**config.mk**
```make
export PLATFORM = sky130hd
export DESIGN_NAME = pseudo_spi_capt
export DESIGN_NICKNAME = d
export VERILOG_FILES = /design/src/rtl/pseudo_spi_capt_pkg.sv /design/src/rtl/pseudo_spi_capt.sv
export SDC_FILE = /design/constraint.sdc
export NUM_CORES = 1
export LEC_CHECK = 0
export ABC_AREA = 0
export CORE_ASPECT_RATIO = 0.5
export CORE_UTILIZATION = 55
export DETAILED_ROUTE_END_ITERATION = 8
export DONT_BUFFER_PORTS = 1
export GPL_TIMING_DRIVEN = 0
export HOLD_SLACK_MARGIN = 0.1
export PLACE_DENSITY = 0.73
export SLEW_MARGIN = 20
export SYNTH_ARGS = -nofsm -noshare
export SYNTH_HDL_FRONTEND = slang
export SYNTH_SLANG_ARGS = --single-unit
```
**constraint.sdc**
```tcl
create_clock -name CLK -period 2.2 [get_ports CLK]
set_input_delay 0.22 -clock CLK [delete_from_list [all_inputs] [get_ports CLK]]
set_output_delay 0.22 -clock CLK [all_outputs]
set_load 0.01 [all_outputs]
```
**src/rtl/pseudo_spi_capt_pkg.sv**
```systemverilog
`default_nettype none
// ============================================================================
//  Module   : pseudo_spi_capt_pkg
//  Purpose  : Shared definitions for the pseudo-SPI capture block. Holds the
//             capture FSM encoding, the default SRAM/word widths and the
//             encodings of the companion serial-out interface so that both
//             directions of the analog link agree on one header.
//  Revision : 1.0 - initial release
// ============================================================================
package pseudo_spi_capt_pkg;

    // Default widths of the SRAM port and of one captured word
    localparam int DEF_MEMORY_DATA_WIDTH = 8;
    localparam int DEF_MEMORY_ADDR_WIDTH = 9;
    localparam int DEF_RESERVED_DATA_LEN = 8;

    // Widths of the word-count and phase-stretch inputs
    localparam int LEN_W = 8;
    localparam int DIV_W = 8;

    // Capture FSM states
    typedef enum logic [2:0] {
        ST_IDLE  = 3'd0,
        ST_LATCH = 3'd1,
        ST_SCK2  = 3'd2,
        ST_GAP2  = 3'd3,
        ST_SCK1  = 3'd4,
        ST_GAP1  = 3'd5,
        ST_WRITE = 3'd6,
        ST_DONE  = 3'd7
    } capt_state_e;

    // Serial-out interface states (used by the transmit side of the link)
    typedef enum logic [1:0] {
        SO_IDLE  = 2'd0,
        SO_LOAD  = 2'd1,
        SO_SHIFT = 2'd2,
        SO_DONE  = 2'd3
    } so_state_e;

endpackage : pseudo_spi_capt_pkg
`default_nettype wire

```
**src/rtl/pseudo_spi_capt.sv**
```systemverilog
`default_nettype none
// ============================================================================
//  Module   : pseudo_spi_capt
//  Purpose  : Captures DATA_LEN serial words from an analog device and writes
//             them to an SRAM at descending addresses. One LAT strobe loads
//             the device, then each bit is clocked with a non-overlapping
//             SCLK2 / SCLK1 pair, each phase stretched to H = FREQ_DIV+1.
//  Ports    : CLK, RST_N (async, active low)
//             BGN         - level start, dropping it aborts
//             ADDR_BGN    - first SRAM address (counts down)
//             DATA_LEN    - number of words, 0 goes straight to done
//             FREQ_DIV    - phase stretch
//             SPI_SI      - serial data in, LSB first
//             SCLK1/SCLK2 - shift clocks, LAT - parallel-load strobe
//             A, CEN, D_WE, PO - SRAM write port (CEN/D_WE active low)
//             spi_is_done - held high until BGN is released
//  Revision : 1.0 - initial release
// ============================================================================
module pseudo_spi_capt
    import pseudo_spi_capt_pkg::*;
#(
    parameter int MEMORY_DATA_WIDTH = DEF_MEMORY_DATA_WIDTH,
    parameter int MEMORY_ADDR_WIDTH = DEF_MEMORY_ADDR_WIDTH,
    parameter int RESERVED_DATA_LEN = DEF_RESERVED_DATA_LEN
) (
    input  logic                         CLK,
    input  logic                         RST_N,
    input  logic                         BGN,
    input  logic [MEMORY_ADDR_WIDTH-1:0] ADDR_BGN,
    input  logic [LEN_W-1:0]             DATA_LEN,
    input  logic [DIV_W-1:0]             FREQ_DIV,
    input  logic                         SPI_SI,
    output logic                         SCLK1,
    output logic                         SCLK2,
    output logic                         LAT,
    output logic [MEMORY_ADDR_WIDTH-1:0] A,
    output logic                         CEN,
    output logic                         D_WE,
    output logic [MEMORY_DATA_WIDTH-1:0] PO,
    output logic                         spi_is_done
);

    localparam int BIT_W = (RESERVED_DATA_LEN > 1) ? $clog2(RESERVED_DATA_LEN) : 1;
    localparam logic [BIT_W-1:0] C_LAST_BIT = BIT_W'(RESERVED_DATA_LEN - 1);

    capt_state_e                    r_state;
    capt_state_e                    w_nxt;
    logic [DIV_W-1:0]               r_div;
    logic [DIV_W-1:0]               r_cnt;
    logic [LEN_W-1:0]               r_words;
    logic [BIT_W-1:0]               r_bit;
    logic [MEMORY_ADDR_WIDTH-1:0]   r_addr;
    logic [RESERVED_DATA_LEN-1:0]   r_shift;
    logic                           w_phase_end;
    logic [MEMORY_DATA_WIDTH-1:0]   w_word;

    logic                           r_sclk1;
    logic                           r_sclk2;
    logic                           r_lat;
    logic                           r_cen;
    logic                           r_dwe;
    logic [MEMORY_ADDR_WIDTH-1:0]   r_a;
    logic [MEMORY_DATA_WIDTH-1:0]   r_po;
    logic                           r_done;

    // Captured word resized to the SRAM word width
    assign w_word      = MEMORY_DATA_WIDTH'(r_shift);
    // Last cycle of an H-cycle phase (LATCH, SCK2, SCK1)
    assign w_phase_end = (r_cnt == r_div);

    always_comb begin
        w_nxt = r_state;
        case (r_state)
            ST_IDLE:  if (BGN) w_nxt = (DATA_LEN == '0) ? ST_DONE : ST_LATCH;
            ST_LATCH: if (w_phase_end) w_nxt = ST_SCK2;
            ST_SCK2:  if (w_phase_end) w_nxt = ST_GAP2;
            ST_GAP2:  w_nxt = ST_SCK1;
            ST_SCK1:  if (w_phase_end) w_nxt = ST_GAP1;
            ST_GAP1:  w_nxt = (r_bit == C_LAST_BIT) ? ST_WRITE : ST_SCK2;
            ST_WRITE: w_nxt = (r_words == LEN_W'(1)) ? ST_DONE : ST_SCK2;
            ST_DONE:  w_nxt = ST_DONE;
            default:  w_nxt = ST_IDLE;
        endcase
        // Releasing BGN anywhere outside IDLE abandons the transfer; DONE
        // uses the same path to return to IDLE.
        if ((r_state != ST_IDLE) && !BGN) begin
            w_nxt = ST_IDLE;
        end
    end

    // Outputs are registered from the next state so they line up exactly
    // with the cycles spent in each state.
    always_ff @(posedge CLK or negedge RST_N) begin
        if (!RST_N) begin
            r_state <= ST_IDLE;
            r_div   <= '0;
            r_cnt   <= '0;
            r_words <= '0;
            r_bit   <= '0;
            r_addr  <= '0;
            r_shift <= '0;
            r_sclk1 <= 1'b0;
            r_sclk2 <= 1'b0;
            r_lat   <= 1'b0;
            r_cen   <= 1'b1;
            r_dwe   <= 1'b1;
            r_a     <= '0;
            r_po    <= '0;
            r_done  <= 1'b0;
        end else begin
            r_state <= w_nxt;

            // Phase counter restarts on every state change
            r_cnt <= (w_nxt != r_state) ? '0 : r_cnt + DIV_W'(1);

            if ((r_state == ST_IDLE) && BGN) begin
                r_div   <= FREQ_DIV;
                r_words <= DATA_LEN;
                r_addr  <= ADDR_BGN;
                r_bit   <= '0;
            end

            // Sample on the edge that closes the last SCLK1 cycle
            if ((r_state == ST_SCK1) && w_phase_end) begin
                r_shift <= {SPI_SI, r_shift[RESERVED_DATA_LEN-1:1]};
            end

            if ((r_state == ST_GAP1) && (w_nxt == ST_SCK2)) begin
                r_bit <= r_bit + BIT_W'(1);
            end

            if (r_state == ST_WRITE) begin
                r_addr  <= r_addr - MEMORY_ADDR_WIDTH'(1);
                r_words <= r_words - LEN_W'(1);
                r_bit   <= '0;
            end

            r_sclk1 <= (w_nxt == ST_SCK1);
            r_sclk2 <= (w_nxt == ST_SCK2);
            r_lat   <= (w_nxt == ST_LATCH);
            r_cen   <= (w_nxt != ST_WRITE);
            r_dwe   <= (w_nxt != ST_WRITE);
            r_a     <= (w_nxt == ST_WRITE) ? r_addr : '0;
            if (w_nxt == ST_WRITE) begin
                r_po <= w_word;
            end
            r_done  <= (w_nxt == ST_DONE);
        end
    end

    assign SCLK1       = r_sclk1;
    assign SCLK2       = r_sclk2;
    assign LAT         = r_lat;
    assign CEN         = r_cen;
    assign D_WE        = r_dwe;
    assign A           = r_a;
    assign PO          = r_po;
    assign spi_is_done = r_done;

endmodule : pseudo_spi_capt
`default_nettype wire

```
# [After elaboration in Yosys (flattened, before gate mapping)]
# Index checks and enable logic that the tools add are counted.
[op_classes] eq_ne=17 muxes=18 n_addsub=4 reduce_logical=10
[ops] operator="two-way mux 3 bit" n=11
[ops] operator="two-way mux 9 bit" n=3
[ops] operator="equality test 3 bit (second input constant)" n=8
[ops] operator="two-way mux 8 bit" n=3
[ops] operator="one-hot mux 3 bit (8 select lines)" n=1
[ops] operator="equality test 3 x 2 -> 1 bit (second input constant)" n=3
[ops] operator="subtractor 9 x 1 -> 9 bit (second input constant)" n=1
[ops] operator="adder 8 x 1 -> 8 bit (second input constant)" n=1
[ops] operator="equality test 8 x 1 -> 1 bit (second input constant)" n=1
[ops] operator="equality test 8 bit" n=1
[ops] operator="logical NOT 8 bit" n=1
[ops] operator="subtractor 8 x 1 -> 8 bit (second input constant)" n=1
[ops] operator="equality test 3 x 1 -> 1 bit (second input constant)" n=2
[ops] operator="nonzero test 3 bit" n=2
[ops] operator="logical AND 1 bit" n=4
[ops] operator="adder 3 x 1 -> 3 bit (second input constant)" n=1
[ops] operator="logical NOT 3 bit" n=1
[ops] operator="inequality test 3 bit" n=1
[ops] operator="inequality test 3 bit (second input constant)" n=1
[ops] operator="nonzero test 2 bit" n=1
[ops] operator="logical NOT 1 bit" n=1
[word_totals] wordCells=63 in_bits=29 output_inout_bits=23 regBits=69

# [Logic depth before layout (Yosys ltp)]
# Gate-level depths: netlist of run 1.
[logic_depth] depth_word=9 ltp_mapped=9 mapped_depth_nobuf=8

# [Worst setup path after synthesis of run 1]
# OpenSTA, ideal clock, no wires.
[synth_path] kind="register to register" startpoint="register r_words[1]" endpoint="register r_po[2], in the netlist PO[2]" required_time_ps=2075 period_less_slack_ps=2119 setup_time_ps=125 path_stages_with_launch=10 setup_slack_ps=81 arrival_ps=1993 path_buffers=1 cell_sequence="dfrtp_1 inv_1 ha_1 nor4b_2 nand3_2 a211oi_2 and4_4 inv_4 buf_8 mux2_4"
[synth_via] elab_chain_len=5
[synth_lines] element="start: declaration" line_no="pseudo_spi_capt.sv:50" text="logic [LEN_W-1:0] r_words;"
[synth_lines] element="start signal: assignment" line_no="pseudo_spi_capt.sv:134" text="r_words <= r_words - LEN_W'(1);"
[synth_lines] element="equality test 8 x 1 -> 1 bit" line_no="pseudo_spi_capt.sv:80" text="ST_WRITE: w_nxt = (r_words == LEN_W'(1)) ? ST_DONE : ST_SCK2;"
[synth_lines] element="two-way mux 3 bit" line_no="pseudo_spi_capt.sv:80"
[synth_lines] element="one-hot mux 3 bit (8 select lines)" line_no="pseudo_spi_capt.sv:73" text="case (r_state)"
[synth_lines] element="two-way mux 3 bit" line_no="pseudo_spi_capt.sv:86" text="if ((r_state != ST_IDLE) && !BGN) begin"
[synth_lines] element="net w_nxt[2]" line_no="pseudo_spi_capt.sv:47" text="capt_state_e w_nxt;"
[synth_lines] element="equality test 3 bit" line_no="pseudo_spi_capt.sv:144" text="if (w_nxt == ST_WRITE) begin"
[synth_lines] element="end signal: assignment" line_no="pseudo_spi_capt.sv:145" text="r_po <= w_word;"
[synth_lines] element="end: declaration" line_no="pseudo_spi_capt.sv:63" text="logic [MEMORY_DATA_WIDTH-1:0] r_po;"
# The timed path passes the listed nets, and every way through them passes these cells.
# A chain may end at the register's enable or synchronous reset.

# [Worst setup path after layout of run 1]
[layout_path] startpoint="register r_words[1]" endpoint="register r_po[3], in the netlist PO[3]"
# The elaborated chain is that of the path after synthesis.

==> run_results.csv, run 1 <==
group,metric,value,unit
power,peakVddDrop,0.754,mV
grt,grt_max_degree,70,
power,seqPwrFrac,0.411,
placed_design,dp_hpwl,4530,um
sta,hold_ws,0.120,ns
placed_design,place_congestion,0.937,
sta,fin_crit_sh,0.964,
critical_path,cp.arrival,2.34,ns
floorplan,die_y,56.7,um
final_layout,finalCoreUtilization,0.718,
clocking,cts_root_buf,"clkbuf_16",
sta,skew,0.00482,ns
power,p_total,4.87,mW
outcome,violations,"DRC",
final_layout,layout.nets,377,
yosys,synthTopCellsByArea,"dfrtp_1, nand2_1, mux2_2, xnor2_1, mux2_4",
critical_path,critPathMaxStageDelay,0.40,ns
floorplan,initial_utilization,0.587,
route,wirelength,7200,um
route,drc,12,
route,vias_per_cell,5.97,
placed_design,post-place-ws,-0.224,ns
floorplan,core_area,5610,um^2
yosys,ys.flop_type,"dfrtp_1",
yosys,yosysTopAreaCell,"dfrtp_1",
sta,worst_pin_slew,0.656,ns
grt,grt_usage,0.245,
route,route.vias.total,2506,
clocking,cts_tree,"yes",
grt,grt_overflow,0,
floorplan,die_area,6320,um^2
grt,grt_pass1_wl,11600,um
power,clkPwrFrac,0.270,
clocking,clockBufferDepth,2,
power,internal_power,3.07,mW
clocking,clock_latency,0.33,ns
critical_path,required,2.42,ns
placed_design,portBuffers,0,
yosys,yosys_warnings,0,
final_layout,syn_to_final_growth,22.5,%
yosys,ys_async_sr_fraction,1.00,
sta,hold_violations,0,
power,p_comb_frac,0.319,
critical_path,cp_max_fo,12,
yosys,syn-num-nets,337,
route,drt_iter0_drc,208,
critical_path,end_kind,"flop",
yosys,ys_types,57,
yosys,ys_top_cells_by_count,"dfrtp_1, nand2_1, nor2_1, nand3_1, nor3_1",
route,first_pass_iters,7,
final_layout,drive_above_1_share,0.207,
outcome,status,"complete, but fails checks",
grt,grt_pass1_vias,2469,
route,postRouteAntennaNets,0,
hold_path,hold_path.class,"primary input to flop",
yosys,yosys.area.top_type_share,0.517,
final_layout,diodes,0,
yosys,synth_most_common_cell,"dfrtp_1",
critical_path,reg2reg_from,"r_words[1]$_DFFE_PN0P_",
sta,max_freq,472,MHz
yosys,synth_cells,302,
clocking,cts_inserted_buffers,9,
sta,finalSetupViolCount,0,
power,powerDensity,1210,nW/um^2
power,p_sw,1.80,mW
floorplan,rows,19,
route,routedWlPerCell,17.1,um
hold_path,hp-start,"DATA_LEN[7]",
critical_path,cp-startpoint,"r_words[1]$_DFFE_PN0P_",
sta,max-slew-margin-rel,0.559,
power,sw_frac_of_total,0.370,
job,drv_cap,0,
floorplan,io_pins,52,
yosys,synth_edf_count,0,
power,leakage,1.80,nW
critical_path,slowest_stage,"dfrtp_1",
clocking,cts.sinks,69,
floorplan,die-width,111,um
yosys,ys_seq_area_frac,0.525,
clocking,h-tree-depth,3,
grt,grt_antenna_before_repair,0,
sta,maxSlewViolCount,0,
yosys,avgSynthCellArea,10.9,um^2
sta,min_period,2.12,ns
critical_path,crit_chain,"inv_2, ha_2, nor4b_4, nand3_2, a211oi_4, and4_4, inv_6, mux2_4",
critical_path,startpoint_type,"flop",
yosys,ys_seq_elements,69,
sta,worst_slack,0.0794,ns
yosys,syn-cell-area,3290,um^2
critical_path,crit_type,"flop to flop",
clocking,clkTransAtPathRegs,0.06,ns
sta,tns,0,ns
-- state kept, by name (all words and copies together), names as in the netlist, 8 cells and up --
register / cells
A: 9
r_addr: 9
PO: 8
r_cnt: 8
r_div: 8
r_shift: 8
r_words: 8
-- layer usage --
metal  wire length, um  vias up  part of all wire  GRT usage
met3               405       11             0.056     0.0821
met2              3440       78              0.48      0.384
met5                 0        -                 0          0
met4               125        0             0.017      0.135
li1                  -     1180                 -          -
met1              3230     1237              0.45      0.302
-- kinds of logic after synthesis --
family,synth area share
adders and majority gates,0.0228
and+or+nand+nor,0.202
buffers and inverters,0.0300
muxes,0.0681
xor gates and xnor gates,0.0426
AOI/OAI and AO/OA,0.109
DFF,0.525
-- critical path, delay by kind of cell, from the launching register on --
family | cells | cell delay, ns
multiplexers | 1 | 0.30
AND/OR/NAND/NOR | 3 | 0.68
AO/OA/AOI/OAI | 1 | 0.29
flip-flops | 1 | 0.40
adder cells (fa/ha/maj) | 1 | 0.18
buffers and inverters | 2 | 0.15
-- per-stage QoR --
stage	cell area, um^2	cells
6_report	4030	420
5_1_grt	4030	420
4_1_cts	3990	420
3_5_place_dp	3380	375
3_3_place_gp	3380	375
2_1_floorplan	3290	302
-- layout by cell type, fill, tap and decap left out, types with 8 or more instances in the layout --
master,Yosys,final
dfrtp_1,68,66
dlygate4sd3_1,0,25
nand2_1,40,40
xnor2_1,11,11
nor2_1,16,15
nor3_1,12,11
nand3_1,12,12
clkbuf_16,0,9
o21ai_0,8,8
mux2_2,11,11
-- cell type report --
| cell class | count | area [um^2] |
|---|---|---|
| flip-flops and latches | 69 | 1730 |
| fillers | 393 | 1580 |
| multi-input cells | 212 | 1530 |
| repair buffers | 31 | 315 |
| clock buffers | 9 | 225 |
| well taps | 73 | 91.3 |
| plain buffers | 12 | 56.3 |
| clock inverters | 7 | 51.3 |
| inverters | 7 | 31.3 |
-- power groups by stage --
| stage | Combinational [mW] | Sequential, mW | Clock [mW] |
|---|---|---|---|
| 5_1_grt | 1.71 | 2.05 | 1.38 |
| 3_5_place_dp | 1.33 | 1.98 | 0 |
| 4_1_cts | 1.48 | 1.97 | 1.34 |
| 3_3_place_gp | 1.28 | 1.96 | 0 |
| 6_report | 1.55 | 2.00 | 1.31 |
| 2_1_floorplan | 1.09 | 1.90 | 0 |
-- final timing paths --
| check | cells past startpoint | slack, ns | endpoint |
|---|---|---|---|
| setup / recovery | 8 | 0.08 | PO[3]$_DFFE_PN0N_ |
| hold / removal | 3 | 0.12 | r_words[7]$_DFFE_PN0P_ |
| setup reg to reg | 8 | 0.08 | PO[3]$_DFFE_PN0N_ |
| hold reg to reg | 2 | 0.50 | r_div[2]$_DFFE_PN0P_ |
| max in group asynchronous | 2 | 1.46 | D_WE$_DFF_PN1_ |
| min in group asynchronous | 2 | 0.44 | A[5]$_DFF_PN0_ |
-- what timing repair did --
item | in CTS | in global routing
endpoints found under the setup margin | 17 | 26
hold buffers | 26 | 0
setup buffers | 4 | 1
gates resized for setup | 8 | 14
pin swaps | 4 | 2
hold endpoints to repair | 93 | 0
Note: power is estimated with default switching activity, not from simulation.
==> run 2, diff against run 1 <==
CORE_MARGIN = 4   (was default)
CORE_UTILIZATION = 29   (was 55)
PLACE_DENSITY = default   (was 0.73)
==> run 2 against run 1 <==
  * Power rose by 3.6%
  * Global-route usage down 12 points
  * Critical endpoint is now r_addr[5]$_DFFE_PN0P_
  * Setup slack better by 0.020 ns
  * Utilization shrank 34 points
  * Routed wire length rose by 5.9%
  * The flow now finishes without violations
  * Sequential power about the same
  * Die area increased by 110%
  * Count of clock-buffer cells in the layout did not move
  * Clock skew increased by 0.0042 ns
  * Maximum frequency is 0.93% higher
  * Cell count increased by 18%
  * First-iteration DRC count down 17%
==> run_results.csv, run 2 (same netlist as run 1, synthesis figures left out) <==
group,metric,value,unit
outcome,status,"finished, final reports clean",
final_layout,layout_commonest_cell,"dfrtp_1",
hold_path,hold_path.class,"primary input to flop",
clocking,clock_latency,0.34,ns
clocking,cts.sinks,69,
route,postRouteAntennaNets,0,
sta,hold_violations,0,
sta,max_freq,476,MHz
route,drt_iter0_drc,172,
placed_design,place_congestion,0.789,
floorplan,die_y,83.3,um
critical_path,end_kind,"flop",
route,vias_per_cell,4.92,
critical_path,cp_num_buf_inv,3,
critical_path,crit_chain,"buf_2, clkbuf_2, nor2_1, buf_2, nand2_1, o311ai_0, o211ai_1",
route,route.vias.total,2435,
critical_path,critPathMaxStageDelay,0.41,ns
critical_path,cp.arrival,2.29,ns
job,drv_cap,0,
sta,skew,0.00905,ns
critical_path,required,2.39,ns
grt,grt_pass1_wl,12700,um
clocking,cts_inserted_buffers,9,
floorplan,initial_utilization,0.298,
grt,grt_pass1_vias,2494,
final_layout,diodes,0,
sta,max-slew-margin-rel,0.603,
critical_path,startpoint_type,"flop",
power,powerDensity,1200,nW/um^2
clocking,h-tree-depth,3,
grt,grtUsageMet1,0.156,
floorplan,io_pins,52,
floorplan,die-width,159,um
route,wirelength,7620,um
floorplan,die_area,13200,um^2
final_layout,layout.nets,380,
sta,worst_pin_slew,0.595,ns
critical_path,slowest_stage,"dfrtp_1",
clocking,cts_root_buf,"clkbuf_16",
grt,grt_max_degree,70,
route,routedWlPerCell,15.4,um
route,first_pass_iters,4,
final_layout,drive_above_1_share,0.220,
final_layout,layout_common_cells,"dfrtp_1, nand2_1, dlygate4sd3_1",
critical_path,cp_max_fo,10,
clocking,cts_tree,"yes",
sta,min_period,2.10,ns
route,drc,0,
clocking,clkTransAtPathRegs,0.06,ns
grt,grt_antenna_before_repair,0,
sta,finalSetupViolCount,0,
grt,grt_use_met3,0.0333,
placed_design,dp_hpwl,5040,um
clocking,clockBufferDepth,2,
placed_design,placed_cells,447,
power,leakage,1.84,nW
grt,grt_overflow,0,
placed_design,placed_cell_area,3470,um^2
floorplan,rows,27,
sta,grt_setup_unrepaired,"no",
grt,grt_util_met2,0.190,
power,peakVddDrop,0.437,mV
critical_path,critical-path-top-delay-family,"buffers and inverters",
final_layout,postLayoutCellArea,4190,um^2
placed_design,portBuffers,0,
floorplan,core_area,11000,um^2
grt,grt.busiest_layer,"met2",
sta,maxSlewViolCount,0,
final_layout,finalNonFillerCells,495,
grt,grt_usage,0.120,
critical_path,crit_type,"flop to flop",
critical_path,path_common_cell,"buf_2",
final_layout,syn_to_final_growth,27.3,%
sta,fin_crit_sh,0.955,
[run 2: metrics by stage]
| stage | setup TNS (ns) | setup slack (ns) | hold WS, ns | power, mW | utilization |
|---|---|---|---|---|---|
| 6_report | 0 | 0.0990 | 0.126 | 5.04 | 0.379 |
| 4_1_cts | 0 | 0.00242 | 0.115 | 4.93 | 0.372 |
| 2_1_floorplan | 0 | 0.0814 | -0.0756 | 2.98 | - |
| 5_1_grt | 0 | 0.00469 | 0.131 | 5.40 | 0.379 |
| 3_3_place_gp | -3.36 | -0.236 | -0.0731 | 3.30 | 0.314 |
| 3_5_place_dp | -3.57 | -0.262 | -0.0727 | 3.32 | 0.314 |
[run 2: per-layer routing]
metal / part of all wire / up-vias
li1: - / 1180
met1: 0.46 / 1207
met2: 0.48 / 34
met3: 0.041 / 14
met4: 0.018 / 0
met5: 0 / -
[run 2: what timing repair did]
action,in CTS,in global routing
hold buffers,26,0
cloned,0,0
endpoints found under the setup margin,20,38
gates resized for setup,7,17
endpoints found under the hold margin,93,0
pin swaps,3,5
setup buffers,3,5
[run 2: power by group]
group	switching [mW]	internal, mW
clock network	0.571	0.883
logic	0.867	0.731
registers	0.372	1.62
total	1.81	3.24
[run 2: final timing paths]
path	from	to	slack, ns	depth (start not counted)
setup reg to reg	r_state[0]$_DFF_PN0_	r_addr[5]$_DFFE_PN0P_	0.1	7
min in group asynchronous	RST_N	PO[6]$_DFFE_PN0N_	0.44	2
setup / recovery	r_state[0]$_DFF_PN0_	r_addr[5]$_DFFE_PN0P_	0.1	7
hold / removal	DATA_LEN[1]	r_words[1]$_DFFE_PN0P_	0.13	2
hold reg to reg	r_div[2]$_DFFE_PN0P_	r_div[2]$_DFFE_PN0P_	0.50	2
max in group asynchronous	RST_N	D_WE$_DFF_PN1_	1.45	2
[run 2: layout make-up]
class	instances	area, um^2
clock buffers	9	225
multi-input cells	212	1550
fillers	1056	6860
plain buffers	12	57.6
flip-flops and latches	69	1730
repair buffers	34	338
inverters	7	28.8
clock inverters	7	73.8
well taps	145	181
==> run 3, diff against run 2 <==
CORE_ASPECT_RATIO = 1.2   (was 0.5)
CTS_BUF_LIST = sky130_fd_sc_hd__clkbuf_16   (was default)
SETUP_SLACK_MARGIN = 0.5   (was default)
==> run 3 against run 2 <==
  * The flow now finishes with violations (hold timing)
  * Count of clock-buffer cells in the layout is the same
  * Setup slack got worse by 0.043 ns
  * Clock skew is 0.0021 ns lower
  * Non-clock buffer count grew 24
==> run_results.csv, run 3 (same netlist as run 1, synthesis figures left out) <==
group,metric,value,unit
power,leakage,1.98,nW
critical_path,crit_type,"flop to flop",
clocking,h-tree-depth,3,
floorplan,rows,42,
sta,finalSetupViolCount,0,
power,peakVddDrop,0.389,mV
critical_path,critPathMaxStageDelay,0.44,ns
clocking,clkTransAtPathRegs,0.05,ns
power,p_comb_frac,0.395,
clocking,cts_root_buf,"clkbuf_16",
route,first_pass_iters,4,
sta,fin_crit_sh,0.974,
final_layout,finalNonFillerCells,526,
route,postRouteAntennaNets,0,
grt,grt_usage,0.133,
sta,hold_ws,-0.415,ns
power,p_total,5.31,mW
critical_path,cp_max_fo,8,
final_layout,diodes,0,
hold_path,hold_path.class,"primary input to asynchronous set/reset pin",
final_layout,syn_to_final_growth,37.7,%
clocking,cts_tree,"yes",
job,drv_cap,0,
floorplan,core_area,11100,um^2
floorplan,die_y,125,um
placed_design,placed_cell_area,3540,um^2
sta,worst_pin_slew,0.690,ns
placed_design,portBuffers,0,
route,route.vias.total,2578,
final_layout,postLayoutCellArea,4530,um^2
route,drc,0,
sta,grt_setup_unrepaired,"yes",
outcome,violations,"hold timing",
critical_path,crit_chain,"nor4_4, nand3_2, a211oi_4, and4_4, inv_4, buf_8, mux2_4",
power,p_sw,1.93,mW
critical_path,cp_num_buf_inv,2,
critical_path,slowest_stage,"dfrtp_2",
critical_path,critical-path-top-delay-family,"simple AND/OR/NAND/NOR gates",
route,routedWlPerCell,15.6,um
final_layout,finalCoreUtilization,0.409,
power,clkPwrFrac,0.232,
clocking,clockBufferDepth,2,
final_layout,layout.nets,404,
grt,grt_pass1_vias,2728,
sta,hold_violations,69,
final_layout,layout_commonest_cell,"dfrtp_1",
clocking,postCtsHoldBufs,25,
power,sw_frac_of_total,0.363,
floorplan,die-width,105,um
clocking,clock_latency,0.33,ns
floorplan,die_area,13100,um^2
floorplan,initial_utilization,0.297,
power,internal_power,3.38,mW
sta,skew,0.00693,ns
power,powerDensity,1170,nW/um^2
power,seqPwrFrac,0.373,
placed_design,place_congestion,0.846,
sta,min_period,2.14,ns
clocking,cts.sinks,69,
final_layout,layout_common_cells,"dfrtp_1, nand2_1, buf_4",
final_layout,drive_above_1_share,0.341,
placed_design,placed_cells,456,
sta,max-slew-margin-rel,0.536,
grt,grt_max_degree,70,
grt,grt_pass1_wl,13900,um
sta,maxSlewViolCount,0,
floorplan,io_pins,52,
sta,max_freq,467,MHz
critical_path,required,2.41,ns
grt,grt_antenna_before_repair,0,
route,wirelength,8210,um
placed_design,dp_hpwl,5310,um
route,drt_iter0_drc,255,
critical_path,startpoint_type,"flop",
clocking,cts_inserted_buffers,9,
grt,grt_overflow,0,
critical_path,cp.arrival,2.35,ns
outcome,status,"complete, but fails checks",
route,vias_per_cell,4.90,
critical_path,end_kind,"flop",
-- run 3: stage by stage --
step / hold slack, ns / setup WS (ns) / setup TNS [ns]
CTS: -0.433 / 0.0688 / 0
finish: -0.415 / 0.0564 / 0
global route: -0.436 / 0.0343 / 0
detailed placement: -0.0735 / -0.194 / -1.18
floorplan: -0.0756 / 0.155 / 0
global placement: -0.0738 / -0.171 / -1.01
-- run 3: power by group through the flow --
stage	logic, mW	clock network (mW)	registers [mW]
6_report	2.10	1.23	1.98
3_3_place_gp	1.38	0	1.99
5_1_grt	2.30	1.34	2.03
2_1_floorplan	1.14	0	1.92
4_1_cts	1.93	1.27	1.98
3_5_place_dp	1.42	0	2.00
-- run 3: cell type report --
class	count	area (um^2)
Clock buffer	9	225
Fill cell	1035	6560
Tap cell	154	193
Sequential cell	69	1730
Buffer	14	128
Timing Repair Buffer	56	498
Inverter	7	28.8
Clock inverter	5	21.3
Multi-Input combinational cell	212	1710
-- run 3: metal layers --
layer,track usage,share of wire,vias to the layer above
met2,0.215,0.50,66
met4,0.0510,0.024,0
met3,0.0550,0.065,16
met1,0.156,0.41,1270
li1,-,-,1226
met5,0,0,-
-- run 3: final timing paths --
kind	from	to	slack (ns)	cells past startpoint
worst max register to register	r_words[2]$_DFFE_PN0P_	PO[7]$_DFFE_PN0N_	0.06	7
worst max-delay path	r_words[2]$_DFFE_PN0P_	PO[7]$_DFFE_PN0N_	0.06	7
min in group CLK	DATA_LEN[7]	r_words[7]$_DFFE_PN0P_	0.15	3
max in group asynchronous	RST_N	D_WE$_DFF_PN1_	2.42	0
worst min-delay path	RST_N	r_bit[0]$_DFFE_PN0P_	-0.41	0
worst min register to register	r_div[3]$_DFFE_PN0P_	r_div[3]$_DFFE_PN0P_	0.49	2
-- run 3: repair_timing --
item                       CTS  global route
setup endpoints to repair   68            67
gates resized for setup     48            16
hold endpoints to repair    94            69
setup buffers               24             7
pin swaps                   25            14
